<file path="src/rtl/uart_rx_fifo_core.sv">
// uart_rx_fifo_core: oversampled asynchronous receiver with 3-sample majority vote,
// 5..9 data bits, optional parity, 1 or 2 stop bits and break detect. Received words
// and their error flags are queued in a first-word-fall-through FIFO popped via
// valid/ready. The sticky overrun flag records words dropped while the FIFO was full.
module uart_rx_fifo_core #(
    parameter int DATA_W      = 9,
    parameter int OSR         = 16,
    parameter int FIFO_DEPTH  = 4,
    parameter int SYNC_STAGES = 2
) (
    input  logic                             i_rxclk,
    input  logic                             i_rst,
    input  logic                             i_sample_tick,
    input  logic                             i_rx,
    input  logic [2:0]                       i_ucsz,
    input  logic [1:0]                       i_upm,
    input  logic                             i_usbs,
    input  logic                             i_u2x,
    input  logic                             i_ready,
    output logic                             o_valid,
    output logic [DATA_W-1:0]                o_data,
    output logic                             o_frame_error,
    output logic                             o_parity_error,
    output logic                             o_break,
    output logic                             o_data_overrun,
    output logic [$clog2(FIFO_DEPTH+1)-1:0]  o_fifo_count
);

    localparam int CNT_W  = $clog2(OSR);
    localparam int FCNT_W = $clog2(FIFO_DEPTH + 1);
    localparam int PTR_W  = $clog2(FIFO_DEPTH);
    localparam int WORD_W = DATA_W + 3;

    // Tick-counter landmarks for normal speed (N=OSR) and double speed (N=OSR/2).
    localparam logic [CNT_W-1:0] FULL_LAST = CNT_W'(OSR - 1);
    localparam logic [CNT_W-1:0] FULL_V0   = CNT_W'(OSR / 2 - 1);
    localparam logic [CNT_W-1:0] FULL_V1   = CNT_W'(OSR / 2);
    localparam logic [CNT_W-1:0] FULL_V2   = CNT_W'(OSR / 2 + 1);
    localparam logic [CNT_W-1:0] HALF_LAST = CNT_W'(OSR / 2 - 1);
    localparam logic [CNT_W-1:0] HALF_V0   = CNT_W'((OSR / 2) / 2 - 1);
    localparam logic [CNT_W-1:0] HALF_V1   = CNT_W'((OSR / 2) / 2);
    localparam logic [CNT_W-1:0] HALF_V2   = CNT_W'((OSR / 2) / 2 + 1);

    typedef enum logic [2:0] {
        S_IDLE,
        S_START,
        S_DATA,
        S_PARITY,
        S_STOP1,
        S_STOP2
    } state_t;

    // Character-size decode; reserved encodings fall back to 8 bits.
    function automatic logic [3:0] decode_nbits(input logic [2:0] ucsz);
        case (ucsz)
            3'b000:  decode_nbits = 4'd5;
            3'b001:  decode_nbits = 4'd6;
            3'b010:  decode_nbits = 4'd7;
            3'b111:  decode_nbits = 4'd9;
            default: decode_nbits = 4'd8;
        endcase
    endfunction

    // ------------------------------------------------------------------
    // Receiver state
    // ------------------------------------------------------------------
    logic [SYNC_STAGES-1:0] sync_q;
    state_t                 state_q,    state_d;
    logic                   armed_q,    armed_d;
    logic [CNT_W-1:0]       tick_cnt_q, tick_cnt_d;
    logic [3:0]             bit_idx_q,  bit_idx_d;
    logic [3:0]             nbits_q,    nbits_d;
    logic                   par_en_q,   par_en_d;
    logic                   par_odd_q,  par_odd_d;
    logic                   two_stop_q, two_stop_d;
    logic                   u2x_q,      u2x_d;
    logic [DATA_W-1:0]      shift_q,    shift_d;
    logic                   vote0_q,    vote0_d;
    logic                   vote1_q,    vote1_d;
    logic                   par_bit_q,  par_bit_d;
    logic                   perr_q,     perr_d;
    logic                   ferr_q,     ferr_d;
    logic                   brk_q,      brk_d;

    logic                   push;
    logic [WORD_W-1:0]      push_word;

    logic                   rx_s;
    logic [CNT_W-1:0]       cnt_last, cnt_v0, cnt_v1, cnt_v2;
    logic                   voted;
    logic                   at_dec;

    assign rx_s     = sync_q[SYNC_STAGES-1];
    assign cnt_last = u2x_q ? HALF_LAST : FULL_LAST;
    assign cnt_v0   = u2x_q ? HALF_V0   : FULL_V0;
    assign cnt_v1   = u2x_q ? HALF_V1   : FULL_V1;
    assign cnt_v2   = u2x_q ? HALF_V2   : FULL_V2;
    assign voted    = (vote0_q & vote1_q) | (vote0_q & rx_s) | (vote1_q & rx_s);
    assign at_dec   = i_sample_tick && (tick_cnt_q == cnt_v2);

    // RX line synchroniser, clocked every cycle; resets to the idle-high level.
    always_ff @(posedge i_rxclk) begin
        if (i_rst) begin
            sync_q <= '1;
        end else begin
            sync_q <= {sync_q[SYNC_STAGES-2:0], i_rx};
        end
    end

    // Receiver FSM and datapath register bank.
    always_ff @(posedge i_rxclk) begin
        // NOTE: clocked state uses non-blocking assignments so every flop samples pre-edge values.
        if (i_rst) begin
            state_q    <= S_IDLE;
            armed_q    <= 1'b0;
            tick_cnt_q <= '0;
            bit_idx_q  <= '0;
            nbits_q    <= 4'd8;
            par_en_q   <= 1'b0;
            par_odd_q  <= 1'b0;
            two_stop_q <= 1'b0;
            u2x_q      <= 1'b0;
            shift_q    <= '0;
            vote0_q    <= 1'b0;
            vote1_q    <= 1'b0;
            par_bit_q  <= 1'b0;
            perr_q     <= 1'b0;
            ferr_q     <= 1'b0;
            brk_q      <= 1'b0;
        end else begin
            state_q    <= state_d;
            armed_q    <= armed_d;
            tick_cnt_q <= tick_cnt_d;
            bit_idx_q  <= bit_idx_d;
            nbits_q    <= nbits_d;
            par_en_q   <= par_en_d;
            par_odd_q  <= par_odd_d;
            two_stop_q <= two_stop_d;
            u2x_q      <= u2x_d;
            shift_q    <= shift_d;
            vote0_q    <= vote0_d;
            vote1_q    <= vote1_d;
            par_bit_q  <= par_bit_d;
            perr_q     <= perr_d;
            ferr_q     <= ferr_d;
            brk_q      <= brk_d;
        end
    end

    // Next-state logic: frame sequencing, majority voting and word assembly.
    always_comb begin
        // NOTE: every signal gets a default first so no path leaves it unassigned (no latches).
        state_d    = state_q;
        armed_d    = armed_q;
        tick_cnt_d = tick_cnt_q;
        bit_idx_d  = bit_idx_q;
        nbits_d    = nbits_q;
        par_en_d   = par_en_q;
        par_odd_d  = par_odd_q;
        two_stop_d = two_stop_q;
        u2x_d      = u2x_q;
        shift_d    = shift_q;
        vote0_d    = vote0_q;
        vote1_d    = vote1_q;
        par_bit_d  = par_bit_q;
        perr_d     = perr_q;
        ferr_d     = ferr_q;
        brk_d      = brk_q;
        push       = 1'b0;
        push_word  = '0;

        // Bit-period counter and the two early votes run in every non-idle state.
        if (i_sample_tick && (state_q != S_IDLE)) begin
            tick_cnt_d = (tick_cnt_q == cnt_last) ? '0 : tick_cnt_q + CNT_W'(1);
            if (tick_cnt_q == cnt_v0) vote0_d = rx_s;
            if (tick_cnt_q == cnt_v1) vote1_d = rx_s;
        end

        case (state_q)
            S_IDLE: begin
                if (i_sample_tick) begin
                    if (rx_s) begin
                        armed_d = 1'b1;
                    end else if (armed_q) begin
                        // Falling edge after a seen-high line: latch frame format and start.
                        state_d    = S_START;
                        armed_d    = 1'b0;
                        tick_cnt_d = '0;
                        bit_idx_d  = '0;
                        nbits_d    = decode_nbits(i_ucsz);
                        par_en_d   = i_upm[1];
                        par_odd_d  = i_upm[0];
                        two_stop_d = i_usbs;
                        u2x_d      = i_u2x;
                        shift_d    = '0;
                        par_bit_d  = 1'b0;
                        perr_d     = 1'b0;
                        ferr_d     = 1'b0;
                        brk_d      = 1'b0;
                    end
                end
            end
            S_START: begin
                if (at_dec) begin
                    state_d = voted ? S_IDLE : S_DATA;
                end
            end
            S_DATA: begin
                if (at_dec) begin
                    shift_d[bit_idx_q] = voted;
                    bit_idx_d          = bit_idx_q + 4'd1;
                    if (bit_idx_q == nbits_q - 4'd1) begin
                        state_d = par_en_q ? S_PARITY : S_STOP1;
                    end
                end
            end
            S_PARITY: begin
                if (at_dec) begin
                    par_bit_d = voted;
                    perr_d    = (voted != ((^shift_q) ^ par_odd_q));
                    state_d   = S_STOP1;
                end
            end
            S_STOP1: begin
                if (at_dec) begin
                    ferr_d = ~voted;
                    brk_d  = (shift_q == '0) && (!par_en_q || !par_bit_q) && !voted;
                    if (two_stop_q) begin
                        state_d = S_STOP2;
                    end else begin
                        push      = 1'b1;
                        push_word = {brk_d, perr_q, ferr_d, shift_q};
                        state_d   = S_IDLE;
                    end
                end
            end
            S_STOP2: begin
                if (at_dec) begin
                    ferr_d    = ferr_q | ~voted;
                    push      = 1'b1;
                    push_word = {brk_q, perr_q, ferr_d, shift_q};
                    state_d   = S_IDLE;
                end
            end
            default: begin
                state_d = S_IDLE;
            end
        endcase
    end

    // ------------------------------------------------------------------
    // Receive FIFO (first-word-fall-through)
    // ------------------------------------------------------------------
    logic [WORD_W-1:0] mem_q [FIFO_DEPTH];
    logic [PTR_W-1:0]  wr_ptr_q,  wr_ptr_d;
    logic [PTR_W-1:0]  rd_ptr_q,  rd_ptr_d;
    logic [FCNT_W-1:0] count_q,   count_d;
    logic              overrun_q, overrun_d;

    logic              full;
    logic              pop;
    logic              accept;
    logic              drop;
    logic [WORD_W-1:0] head;

    assign o_valid = (count_q != '0);
    assign full    = (count_q == FCNT_W'(FIFO_DEPTH));
    assign pop     = o_valid & i_ready;
    assign accept  = push & (~full | pop);
    assign drop    = push & full & ~pop;
    assign head    = mem_q[rd_ptr_q];

    // FIFO bookkeeping: pointers, occupancy and sticky overrun.
    always_comb begin
        wr_ptr_d  = wr_ptr_q;
        rd_ptr_d  = rd_ptr_q;
        count_d   = count_q;
        overrun_d = overrun_q;

        if (accept) wr_ptr_d = wr_ptr_q + PTR_W'(1);
        if (pop)    rd_ptr_d = rd_ptr_q + PTR_W'(1);

        case ({accept, pop})
            2'b10:   count_d = count_q + FCNT_W'(1);
            2'b01:   count_d = count_q - FCNT_W'(1);
            default: count_d = count_q;
        endcase

        if (drop) begin
            overrun_d = 1'b1;
        end else if (pop) begin
            overrun_d = 1'b0;
        end
    end

    // FIFO control registers.
    always_ff @(posedge i_rxclk) begin
        if (i_rst) begin
            wr_ptr_q  <= '0;
            rd_ptr_q  <= '0;
            count_q   <= '0;
            overrun_q <= 1'b0;
        end else begin
            wr_ptr_q  <= wr_ptr_d;
            rd_ptr_q  <= rd_ptr_d;
            count_q   <= count_d;
            overrun_q <= overrun_d;
        end
    end

    // FIFO storage write port.
    always_ff @(posedge i_rxclk) begin
        // NOTE: storage is deliberately not reset; outputs are masked by o_valid instead.
        if (accept) begin
            mem_q[wr_ptr_q] <= push_word;
        end
    end

    assign o_data         = o_valid ? head[DATA_W-1:0] : '0;
    assign o_frame_error  = o_valid & head[DATA_W];
    assign o_parity_error = o_valid & head[DATA_W+1];
    assign o_break        = o_valid & head[DATA_W+2];
    assign o_data_overrun = overrun_q;
    assign o_fifo_count   = count_q;

endmodule

</file>
<file path="config.mk">
export PLATFORM = sky130hd
export DESIGN_NAME = uart_rx_fifo_core
export DESIGN_NICKNAME = d
export VERILOG_FILES = /design/src/rtl/uart_rx_fifo_core.sv
export SDC_FILE = /design/constraint.sdc
export NUM_CORES = 1
export LEC_CHECK = 0
export BUFFER_PORTS_ARGS = -buffer_cell sky130_fd_sc_hd__clkbuf_2
export CAP_MARGIN = 0
export CORE_MARGIN = 3
export CORE_UTILIZATION = 54
export CTS_CLUSTER_DIAMETER = 200
export DETAILED_ROUTE_END_ITERATION = 6
export MAX_ROUTING_LAYER = met4
export PLACE_DENSITY = 0.8
export RECOVER_POWER = 100
export SLEW_MARGIN = 20
export SYNTH_ARGS = -nofsm -noshare
export SYNTH_HDL_FRONTEND = slang
export SYNTH_SLANG_ARGS = --single-unit
</file>
<file path="constraint.sdc">
create_clock -name i_rxclk -period 2.2 [get_ports i_rxclk]
set_clock_uncertainty 0.05 [all_clocks]
set_input_delay 0.22 -clock i_rxclk [delete_from_list [all_inputs] [get_ports i_rxclk]]
set_output_delay 0.22 -clock i_rxclk [all_outputs]
set_load 0.02 [all_outputs]
</file>
==> metrics.md <==
| Metric | Value |
|---|---|
| Chip Width | 97.6 um |
| Yosys warning count | 0 |
| Top_reg_cell synth | edfxtp_1 |
| Antenna cell count | 0 |
| Crit-path cells | or3b_4 > a2111oi_4 > or2_4 > fa_2 > nor3_1 > o21ai_1 > o21a_1 > a21oi_2 |
| TritonRoute pass-1 iters | 4 |
| Fin. max-slew vios | 0 |
| Power, Total | 3.53 mW |
| Final Net Count | 473 |
| Lkg Pwr | 1.92 nW |
| CTS clk-pin slew, worst paths | 0.09 ns |
| CP max-delay cell | or3b_4 |
| F_max | 472 MHz |
| Worst slew pin tran | 0.599 ns |
| Final wirelength | 8.64 mm |
| Top Ports | 29 |
| DP HPWL | 6.10 mm |
| Hold Crit Class | primary input to flip-flop |
| Share of cells above drive strength 1 | 0.212 |
| Crit-path max cell delay | 0.42 ns |
| FILL cells | 610 |
| CTS Buf Count | 9 |
| Synth unique cells | 50 |
| Skew-Pair Late Insertion Delay | 0.37 ns |
| Vias/cell | 5.52 |
| Placer congestion estimate | 0.926 |
| Placed cells | 534 |
| CP delay by family, top | compound AO/OA/AOI/OAI gates |
| DRC | 0 |
| Period minus WS final | 2.12 ns |
| Core area | 0.00793 sq mm |
| Period utilization | 0.963 |
| Port bufs | 28 |
| Synth async-reset ratio | 0 |
| DRT iter0 DRCs | 125 |
| Mapped Nets | 431 |
| Unrepaired setup endpoints after global routing | yes |
| Total GRT Usage | 0.199 |
| Outcome | complete, no violations |
| Multi-input gate area | 0.00204 sq mm |
| Register bit total from synthesis | 95 |
| Final WS setup | 0.0807 ns |
| CP Launch Type | flip-flop |
| Sequential cell area | 0.00239 sq mm |
| CTS Buffer Depth | 2 |
| Critical Path RT | 2.40 ns |
| Mapped cell area | 0.00453 sq mm |
| H-tree depth | 3 |
| WS Path Type | flip-flop to flip-flop |
| Vias in the first global route | 3107 |
| TritonCTS clock tree | done |
| Commonest cells after routing, fill and taps aside | edfxtp_1, dfxtp_1, nor2_1 |
| Final instance area | 0.00513 sq mm |
| GRT overflow | 0 |
| Max-slew headroom | 0.595 |
| Area post-placement | 0.00489 sq mm |
| Final Setup Violations | 0 |
| CP endpoint kind | flip-flop |
| Register area share after synthesis | 0.526 |
| Initial Utilization | 0.571 |
| Initial antenna violation count | 0 |
| Clk root buf | clkbuf_8 |
| Clock tree sinks | 95 |
| Max-cap violations | 0 |
| Largest net degree at the start of global routing | 32 |
| Final ANT Viol Nets | 0 |
| Die H | 97.6 um |
| Rows | 32 |
| Crit-path max FO | 5 |
| Place WS | 0.0844 ns |
| Vias | 3040 |
| Fin. Hold Viols | 0 |
| CP Data Arrival Time | 2.32 ns |
| WL per Instance | 15.7 um |
| Number of synthesized flops with an enable pin | 48 |
| Finished Layout Cells | 551 |
| Crit path buffers/inverters | 0 |
| Setup tns final | 0 ns |
| Die ar. | 0.00952 sq mm |
| Syn avg cell area | 11.3 sq um |
| Max rail drop VDD | 0.000386 V |
| Global-route wire length before repair | 14.7 mm |
| Pwr per Cell Area | 688 mW/mm^2 |
| Post-Synthesis Cells | 402 |
| Area Growth Syn to Fin | 13.3% |
| Commonest non-fill, non-tap cell in the layout | edfxtp_1 |
[state kept, by name, summed over array words and instances (netlist names), 2 cells and up, named ones only]
signal and count:
shift_q 9, bit_idx_q 4, nbits_q 4, wr_ptr_q 2
o_fifo_count 3, mem_q 48, tick_cnt_q 4, state_q 3
sync_q 2, rd_ptr_q 2
[per-stage QoR]
stage,utilization,hold WS (ns)
after detailed placement,0.617,0.351
after CTS,0.645,0.0202
after floorplan,-,0.274
final,0.648,0.0346
after global routing,0.648,0.0466
after global placement,0.617,0.346
[worst min-delay path: cells and delay by family]
family	cells	cell delay, ns
buffers and inverters	1	0.08
multiplexers	1	0.05
AND/OR/NAND/NOR	1	0.07
[metal layers]
metal,part of all wire,vias up,global-route usage
li1,-,1506,-
met1,0.44,1463,0.235
met2,0.52,63,0.333
met3,0.035,8,0.0452
met4,0.013,0,0.0745
met5,0,-,-
[final cells by class]
| class | instances | share of cell area |
|---|---|---|
| Sequential cell | 95 | 0.465 |
| Multi-Input combinational cell | 268 | 0.397 |
| Timing Repair Buffer | 47 | 0.0551 |
| Tap cell | 102 | 0.0249 |
| Clock buffer | 9 | 0.0241 |
| Clock inverter | 7 | 0.0171 |
| Inverter | 23 | 0.0168 |
[what timing repair did]
action / 4_1_cts / 5_1_grt
endpoints found under the setup margin: 0 / 49
endpoints found under the hold margin: 1 / 0
gates resized for setup: 0 / 10
hold buffers: 1 / 0
buffers inserted: 0 / 0
[cells in the mapped netlist (11+ instances only)]
library cell	instances	area, sq um
a21oi_1	17	85.1
and2_1	27	169
clkbuf_1	12	45.0
dfxtp_1	47	941
edfxtp_1	48	1440
ha_1	16	200
inv_1	23	86.3
mux2i_1	20	200
mux4_2	12	270
nand2_1	28	105
nand3_1	11	55.1
nor2_1	38	143
xnor2_1	15	131
[worst paths after layout]
path,startpoint,end,slack (ns),cells past startpoint
max reg2reg,tick_cnt_q[2],o_fifo_count[2],0.08,8
max,tick_cnt_q[2],o_fifo_count[2],0.08,8
min reg2reg,sync_q[0],sync_q[1],0.37,1
min,i_u2x,u2x_q,0.03,3
[where the power goes]
part / leakage (nW) / internal, mW / total [mW] / switching, mW
sequential: 0.764 / 1.87 / 1.90 / 0.0285
combinational: 1.05 / 0.169 / 0.413 / 0.244
clock: 0.108 / 0.551 / 1.22 / 0.666
[cell families (layout without fill, tap and decap cells)]
kind of cell / Yosys count / after routing / synth area share
xor+xnor: 23 / 23 / 0.0445
compound gates: 45 / 45 / 0.0688
simple gates: 148 / 148 / 0.168
flops: 95 / 95 / 0.526
buf+inv: 39 / 86 / 0.0334
mux: 34 / 34 / 0.109
fa+ha+maj: 18 / 18 / 0.0508
Note: power is estimated with default switching activity, not from simulation.
